File: src/rtl/ztex_host_link_if.sv
// ztex_host_link_if: bundles the work/poll/result handshake and the ZTEX
// byte-strobe pins. The master modport is the host-side initiator; the slave
// modport is its counterpart (work source, result sink and the miner pins).
interface ztex_host_link_if;
  logic         work_valid;
  logic         work_ready;
  logic [671:0] work_data;
  logic         poll_req;
  logic         busy;
  logic         result_valid;
  logic [31:0]  golden_nonce;
  logic [31:0]  nonce;
  logic [31:0]  hash2;
  logic         golden_new;
  logic [7:0]   read;
  logic         rd_clk;
  logic         wr_start;
  logic         wr_clk;
  logic [7:0]   write;

  modport master (
    input  work_valid, work_data, poll_req, write,
    output work_ready, busy, result_valid, golden_nonce, nonce, hash2,
           golden_new, read, rd_clk, wr_start, wr_clk
  );

  modport slave (
    output work_valid, work_data, poll_req, write,
    input  work_ready, busy, result_valid, golden_nonce, nonce, hash2,
           golden_new, read, rd_clk, wr_start, wr_clk
  );
endinterface

File: src/rtl/ztex_host_link.sv
// ztex_host_link: host-side initiator for the ZTEX byte-strobe link.
// Loads a 672-bit work unit as 84 toggle-strobed bytes (LSB byte first) and
// polls the 96-bit result word with 12 toggle-strobed samples.
// Optional feature: define ZTEXHOST_GOLDEN_DEDUP_EN to qualify golden_new
// so it only rises when the golden nonce differs from the last one reported.
module ztex_host_link #(
  parameter int STROBE_CYC = 8,
  parameter int SETTLE_CYC = 16
) (
  input  logic             clk,
  input  logic             reset,
  ztex_host_link_if.master bus
);

  // The cycle counter is 8 bits; it only grows if the settle time needs more.
  localparam int CNT_W = (SETTLE_CYC > 256) ? $clog2(SETTLE_CYC) : 8;
  localparam logic [CNT_W-1:0] STROBE_LAST = CNT_W'(STROBE_CYC - 1);
  localparam logic [CNT_W-1:0] SETTLE_LAST = CNT_W'(SETTLE_CYC - 1);
  localparam logic [6:0]       LOAD_LAST   = 7'd83;
  localparam logic [6:0]       SAMPLE_LAST = 7'd11;

  typedef enum logic [2:0] {
    IDLE, LD_DATA, LD_STROBE, PL_START, PL_SETTLE, PL_SAMPLE, PL_STROBE, DONE
  } state_t;

  state_t           state_q, state_d;
  logic [CNT_W-1:0] cyc_q, cyc_d;
  logic [6:0]       idx_q, idx_d;
  logic [671:0]     shift_q, shift_d;
  logic [95:0]      asm_q, asm_d;
  logic             rd_clk_q, rd_clk_d;
  logic             wr_start_q, wr_start_d;
  logic             wr_clk_q, wr_clk_d;
  logic             result_valid_q, result_valid_d;
  logic             golden_new_q, golden_new_d;
  logic [31:0]      golden_q, golden_d;
  logic [31:0]      nonce_q, nonce_d;
  logic [31:0]      hash2_q, hash2_d;
`ifdef ZTEXHOST_GOLDEN_DEDUP_EN
  logic [31:0]      prev_golden_q, prev_golden_d;
`endif

  // Sequencer: walks the load and poll sequences and computes every next value.
  always_comb begin
    state_d        = state_q;
    cyc_d          = (state_q == IDLE) ? '0 : cyc_q + CNT_W'(1);
    idx_d          = idx_q;
    shift_d        = shift_q;
    asm_d          = asm_q;
    rd_clk_d       = rd_clk_q;
    wr_start_d     = wr_start_q;
    wr_clk_d       = wr_clk_q;
    result_valid_d = 1'b0;
    golden_new_d   = 1'b0;
    golden_d       = golden_q;
    nonce_d        = nonce_q;
    hash2_d        = hash2_q;
`ifdef ZTEXHOST_GOLDEN_DEDUP_EN
    prev_golden_d  = prev_golden_q;
`endif
    case (state_q)
      IDLE: begin
        if (bus.work_valid) begin
          shift_d = bus.work_data;
          idx_d   = '0;
          state_d = LD_DATA;
        end else if (bus.poll_req) begin
          idx_d      = '0;
          wr_start_d = 1'b1;
          state_d    = PL_START;
        end
      end
      LD_DATA: begin
        if (cyc_q == STROBE_LAST) begin
          rd_clk_d = ~rd_clk_q;
          state_d  = LD_STROBE;
        end
      end
      LD_STROBE: begin
        if (cyc_q == STROBE_LAST) begin
          if (idx_q == LOAD_LAST) begin
            state_d = IDLE;
          end else begin
            idx_d   = idx_q + 7'd1;
            shift_d = {8'h00, shift_q[671:8]};
            state_d = LD_DATA;
          end
        end
      end
      PL_START: begin
        if (cyc_q == STROBE_LAST) begin
          wr_start_d = 1'b0;
          state_d    = PL_SETTLE;
        end
      end
      PL_SETTLE: begin
        if (cyc_q == SETTLE_LAST) state_d = PL_SAMPLE;
      end
      PL_SAMPLE: begin
        if (cyc_q == '0) asm_d = {bus.write, asm_q[95:8]};
        if (cyc_q == '0 && idx_q == SAMPLE_LAST) begin
          golden_d       = asm_d[31:0];
          nonce_d        = asm_d[63:32];
          hash2_d        = asm_d[95:64];
          result_valid_d = 1'b1;
`ifdef ZTEXHOST_GOLDEN_DEDUP_EN
          golden_new_d   = (asm_d[31:0] != prev_golden_q);
          prev_golden_d  = asm_d[31:0];
`else
          golden_new_d   = 1'b1;
`endif
          state_d        = DONE;
        end else if (cyc_q == STROBE_LAST) begin
          wr_clk_d = ~wr_clk_q;
          idx_d    = (idx_q == SAMPLE_LAST) ? idx_q : idx_q + 7'd1;
          state_d  = PL_STROBE;
        end
      end
      PL_STROBE: begin
        if (cyc_q == STROBE_LAST) state_d = PL_SAMPLE;
      end
      DONE: begin
        state_d = IDLE;
      end
      default: begin
        state_d = IDLE;
      end
    endcase
    if (state_d != state_q) cyc_d = '0;
  end

  // State and output registers; reset aborts any sequence in progress.
  always_ff @(posedge clk) begin
    if (reset) begin
      state_q        <= IDLE;
      cyc_q          <= '0;
      idx_q          <= '0;
      shift_q        <= '0;
      asm_q          <= '0;
      rd_clk_q       <= 1'b0;
      wr_start_q     <= 1'b0;
      wr_clk_q       <= 1'b0;
      result_valid_q <= 1'b0;
      golden_new_q   <= 1'b0;
      golden_q       <= '0;
      nonce_q        <= '0;
      hash2_q        <= '0;
`ifdef ZTEXHOST_GOLDEN_DEDUP_EN
      prev_golden_q  <= '0;
`endif
    end else begin
      state_q        <= state_d;
      cyc_q          <= cyc_d;
      idx_q          <= idx_d;
      shift_q        <= shift_d;
      asm_q          <= asm_d;
      rd_clk_q       <= rd_clk_d;
      wr_start_q     <= wr_start_d;
      wr_clk_q       <= wr_clk_d;
      result_valid_q <= result_valid_d;
      golden_new_q   <= golden_new_d;
      golden_q       <= golden_d;
      nonce_q        <= nonce_d;
      hash2_q        <= hash2_d;
`ifdef ZTEXHOST_GOLDEN_DEDUP_EN
      prev_golden_q  <= prev_golden_d;
`endif
    end
  end

  assign bus.work_ready   = (state_q == IDLE);
  assign bus.busy         = (state_q != IDLE);
  assign bus.read         = shift_q[7:0];
  assign bus.rd_clk       = rd_clk_q;
  assign bus.wr_start     = wr_start_q;
  assign bus.wr_clk       = wr_clk_q;
  assign bus.result_valid = result_valid_q;
  assign bus.golden_new   = golden_new_q;
  assign bus.golden_nonce = golden_q;
  assign bus.nonce        = nonce_q;
  assign bus.hash2        = hash2_q;

endmodule

File: src/flat_wrapper.sv
// flat-port wrapper written by rule: the top's interface ports become plain ports
module ztex_host_link_flat 
#(
  parameter int STROBE_CYC = 8,
  parameter int SETTLE_CYC = 16
)
  (clk, reset, bus_work_valid, bus_work_data, bus_poll_req, bus_write, bus_work_ready, bus_busy, bus_result_valid, bus_golden_nonce, bus_nonce, bus_hash2, bus_golden_new, bus_read, bus_rd_clk, bus_wr_start, bus_wr_clk);
  ztex_host_link_if bus_i ();
  input  logic clk;
  input  logic reset;
  input wire logic [$bits(bus_i.work_valid)-1:0] bus_work_valid;
  input wire logic [$bits(bus_i.work_data)-1:0] bus_work_data;
  input wire logic [$bits(bus_i.poll_req)-1:0] bus_poll_req;
  input wire logic [$bits(bus_i.write)-1:0] bus_write;
  output wire logic [$bits(bus_i.work_ready)-1:0] bus_work_ready;
  output wire logic [$bits(bus_i.busy)-1:0] bus_busy;
  output wire logic [$bits(bus_i.result_valid)-1:0] bus_result_valid;
  output wire logic [$bits(bus_i.golden_nonce)-1:0] bus_golden_nonce;
  output wire logic [$bits(bus_i.nonce)-1:0] bus_nonce;
  output wire logic [$bits(bus_i.hash2)-1:0] bus_hash2;
  output wire logic [$bits(bus_i.golden_new)-1:0] bus_golden_new;
  output wire logic [$bits(bus_i.read)-1:0] bus_read;
  output wire logic [$bits(bus_i.rd_clk)-1:0] bus_rd_clk;
  output wire logic [$bits(bus_i.wr_start)-1:0] bus_wr_start;
  output wire logic [$bits(bus_i.wr_clk)-1:0] bus_wr_clk;
  assign bus_i.work_valid = bus_work_valid;
  assign bus_i.work_data = bus_work_data;
  assign bus_i.poll_req = bus_poll_req;
  assign bus_i.write = bus_write;
  assign bus_work_ready = bus_i.work_ready;
  assign bus_busy = bus_i.busy;
  assign bus_result_valid = bus_i.result_valid;
  assign bus_golden_nonce = bus_i.golden_nonce;
  assign bus_nonce = bus_i.nonce;
  assign bus_hash2 = bus_i.hash2;
  assign bus_golden_new = bus_i.golden_new;
  assign bus_read = bus_i.read;
  assign bus_rd_clk = bus_i.rd_clk;
  assign bus_wr_start = bus_i.wr_start;
  assign bus_wr_clk = bus_i.wr_clk;
  ztex_host_link #(.STROBE_CYC(STROBE_CYC), .SETTLE_CYC(SETTLE_CYC)) u_core (.clk(clk), .reset(reset), .bus(bus_i));
endmodule
File: config.mk
export PLATFORM = sky130hd
export DESIGN_NAME = ztex_host_link_flat
export DESIGN_NICKNAME = d
export VERILOG_FILES = /design/src/rtl/ztex_host_link_if.sv /design/src/rtl/ztex_host_link.sv /design/src/flat_wrapper.sv
export SDC_FILE = /design/constraint.sdc
export NUM_CORES = 2
export LEC_CHECK = 0
export ABC_AREA = 1
export CORE_AREA = 5 5 310 312
export CTS_CLUSTER_DIAMETER = 50
export DETAILED_ROUTE_END_ITERATION = 10
export DIE_AREA = 0 0 315 317
export HOLD_SLACK_MARGIN = 0.06
export PLACE_DENSITY = 0.65
export SYNTH_ARGS = -nofsm -noshare
export SYNTH_HDL_FRONTEND = slang
export SYNTH_SLANG_ARGS = --single-unit
File: constraint.sdc
create_clock -name clk -period 2.6 [get_ports clk]
set_input_delay 0.52 -clock clk [delete_from_list [all_inputs] [get_ports clk]]
set_output_delay 0.52 -clock clk [all_outputs]
set_load 0.01 [all_outputs]
==> results.tsv <==
stage	metric	value	unit
outcome	status	finished clean	
floorplanning	initial cell density of the core	0.4010	
synth	ys async rst share	0	
final_layout	Multi-input gate area	16530	µm²
synth	simple-gate share of the synthesized area	0.1893	
routing	total number of vias	37950	
routing	DR DRC count	0	
floorplanning	CORE AREA	92770	µm²
job	MaxCap Viol Count	0	
clock_tree	CTS Sinks	886	
critical_path	cell class contributing the biggest share of worst-path delay	buffers and inverters	
timing	period utilization	0.9353	
critical_path	crit-path max cell delay	560	ps
routing	DR top layer	met5	
global_route	initial antenna violation count	44	
timing	min Tclk post-route	2432	ps
floorplanning	# IOs	795	
pwr	PwrDens	747.8	nW/µm²
placement	HPWL Detailed	98450	µm
routing	drt pass-1 iters	5	
final_layout	area grow syn2layout	34.60	%
final_layout	fillers	8945	
pwr	clock network fraction of design power	0.413	
synth	mux cell area share after synthesis	0	
timing	RSZ-0062 raised after global routing	no	
timing	Fmax achieved	411.2	MHz
synth	synth unique cells	27	
synth	Post-Synth Adder-Cell Area	0.001009	
critical_path	reg-to-reg setup timing slack	290	ps
synth	Post-Syn Area	37200	µm²
clock_tree	CTS tree	done	
clock_tree	CTS Buffer Depth	3	
pwr	Leakage	0.02054	µW
global_route	Tot GR Track Use	0.2624	
synth	synthesized net count	5754	
timing	fin. max-slew vios	0	
worst_hold_path	Hold Path End	u_core.shift_q[184]$_SDFFE_PP0P_	
timing	Slew HR	0.4458	
synth	top post-synthesis cells by count	nand2_1 (1660), dfxtp_1 (886), a31oi_1 (664), o21ai_0 (626), clkbuf_1 (291)	
synth	compound-cell area share of the yosys netlist	0.2505	
pwr	combinational share of power	0.166	
global_route	largest net degree at the start of global routing	157	
timing	Final setup viols	0	
pwr	Reg power frac	0.422	
placement	pre-CTS setup slack	151.9	ps
clock_tree	number of H-tree levels	3	
routing	Detail Route met2 WL	66060	µm
global_route	first-pass GRT wire length	207100	µm
placement	port bufs	794	
pwr	Sw Pwr	10540	µW
critical_path	CP endpoint kind	output port	
synth	Synth warnings	0	
synth	most used standard cell by instance count after synthesis	nand2_1	
critical_path	CP Buf/Inv Count	2	
clock_tree	clock-pin transition on the worst setup and hold timing paths	60	ps
routing	met3 WL	10960	µm
synth	Seq cells post-synth	886	
pwr	Peak VDD IR	0.4571	mV
timing	setup TNS	0	ps
floorplanning	DIE AREA	99860	µm²
timing	Fin. Hold Viols	0	
timing	hold_ws	415.2	ps
floorplanning	Horiz. Die Dim	315	µm
final_layout	Sequential Area	17740	µm²
synth	post-synthesis xor/xnor area fraction	0.002119	
synth	Yosys top cell by area	dfxtp_1	
critical_path	CP max stage cell	clkdlybuf4s50_1	
worst_hold_path	min-delay worst type	in2reg	
global_route	total grt overflow	0	
synth	Synth area leaders	dfxtp_1 (48%), nand2_1 (17%), a31oi_1 (11%), o21ai_0 (8.4%), o21ai_1 (3.2%)	
routing	remaining antenna violation count	0	
synth	top cell type's share of synthesized area	0.4768	
critical_path	type of the worst setup path	reg2out	
timing	clk_skew	37.01	ps
clock_tree	Skew-Pair Late Insertion Delay	670	ps
critical_path	FF-to-FF Start	u_core.cyc_q[0]$_SDFF_PP0_	
pwr	Cell Int Power	26900	µW
synth	Synth Flop Type	dfxtp_1	
final_layout	Final Net Count	6311	
routing	Met1 Wirelength	58320	µm
floorplanning	row count	112	
final_layout	layout cell share with drive strength beyond 1	0.05750	
worst_hold_path	beginning of the worst hold path	bus_work_data[184]	
routing	wire per inst	20.19	µm
synth	number of synthesized flops with an enable pin	0	
critical_path	reg2reg end	u_core.shift_q[576]$_SDFFE_PP0P_	
routing	drt first-iter violations	3916	
pwr	switching share of power	0.2815	
synth	largest family of logic cells by synthesized area	compound AO/OA/AOI/OAI gates	
critical_path	start point of the critical path	u_core.state_q[2]$_SDFF_PP0_	
routing	Routed WL	141200	µm
floorplanning	Chip Height	317	µm
critical_path	Reg2Reg Depth	11	
clock_tree	Root Driver	clkbuf_16	
timing	post-route setup slack	168.3	ps
synth	Synth Instances	5067	
worst_hold_path	WHS Path Cells	3	
synth	sequential share of the synthesized area	0.4768	
placement	Placer Congestion	0.8912	
routing	vias per cell	5.427	
timing	Worst Tran Pin Value	824.9	ps
critical_path	WP data required	2080	ps
global_route	number of global-route vias before repair	34779	
critical_path	CP cell instances	inv_2, nand2_4, clkdlybuf4s50_1	
critical_path	CP Data Arrival Time	1910	ps
clock_tree	Post-CTS Hold Buffers	0	
synth	Syn Area/Cell	7.342	µm²
clock_tree	TritonCTS buffer count	108	
critical_path	critical path peak fanout	7	
critical_path	Startpoint Class	flip-flop	
==> power by group through the flow <==
stage                     clock (µW)  sequential (µW)  combinational (µW)
after global placement             0            16000                6050
after global routing           16300            15900                6820
final                          15500            15800                6200
after CTS                      15700            15800                6170
after floorplan                    0            15800                3720
after detailed placement           0            16000                6120
==> routing by layer <==
layer,GRT usage,vias to the layer above
met5,0,-
met4,0.1155,24
met3,0.06217,273
met2,0.4287,1302
met1,0.3323,17894
li1,-,18457
==> worst register-to-register path, delay by kind of cell (launching register included) <==
kind / cells / cell delay [ps]
adder cells (fa/ha/maj): 1 / 210
AND/OR/NAND/NOR: 5 / 830
AO/OA/AOI/OAI: 2 / 250
buffers and inverters: 3 / 560
flip-flops: 1 / 340
==> registers in the layout, summed over array words and instances, names as in the netlist, 3 cells and up <==
name	flops
u_core.shift_q	672
u_core.bus.hash2	32
u_core.state_q	3
u_core.bus.golden_nonce	32
u_core.idx_q	7
u_core.bus.nonce	32
u_core.cyc_q	8
u_core.asm_q	96
==> cells by family (layout without fill, tap and decap cells) <==
kind of cell / Yosys count / after routing
flops: 886 / 886
other cells: 0 / 35
simple gates: 1827 / 1828
buf+inv: 695 / 1331
xor+xnor: 9 / 9
compound gates: 1647 / 1647
fa+ha+maj: 3 / 3
==> worst max-delay path by stage <==
stage,to,slack (ps),cells after the start
floorplan,u_core.shift_q[483]$_SDFFE_PP0P_,740,7
detailed placement,u_core.shift_q[320]$_SDFFE_PP0P_,150,9
global placement,u_core.shift_q[620]$_SDFFE_PP0P_,170,9
CTS,bus_busy,40,3
global route,u_core.shift_q[576]$_SDFFE_PP0P_,40,11
finish,bus_busy,170,3
==> layout by cell type, fill, tap and decap left out, types with 7 or more instances in the layout <==
| cell type | count |
|---|---|
| inv_8 | 7 |
| diode_2 | 35 |
| nand3_1 | 114 |
| dfxtp_1 | 885 |
| o21ai_0 | 626 |
| clkbuf_1 | 10 |
| bufinv_16 | 9 |
| a21oi_1 | 24 |
| clkbuf_8 | 22 |
| nand2_1 | 1657 |
| inv_1 | 213 |
| o21ai_1 | 236 |
| a31oi_1 | 664 |
| o211ai_1 | 96 |
| clkbuf_16 | 110 |
| clkinv_2 | 17 |
| inv_2 | 7 |
| buf_12 | 58 |
| clkdlybuf4s50_1 | 793 |
| buf_4 | 66 |
| nor2_1 | 37 |
==> repair_timing <==
action,CTS,global route
gates cloned,0,1
resized for setup,3,2
buffers inserted,0,4
pin swaps,0,3
endpoints found under the setup margin,2,137
endpoints found under the hold margin,0,0
==> metrics by stage <==
stage	utilization	area [µm²]	power [µW]	std cells
after floorplan	-	37200	19500	5067
after detailed placement	0.4983	46220	22150	6763
final	0.5397	50070	37440	6993
after global routing	0.5393	50030	39030	6976
after global placement	0.4983	46220	22080	6763
after CTS	0.5380	49910	37660	6953
==> final cells by class <==
class / count / share of cell area
flip-flops and latches: 886 / 0.3543
multi-input cells: 3487 / 0.3302
repair buffers: 918 / 0.1918
clock buffers: 142 / 0.06177
well taps: 1254 / 0.03134
inverters: 223 / 0.01712
clock inverters: 48 / 0.01182
diodes: 35 / 0.001749
No activity file was read; power rests on OpenSTA's default activity.
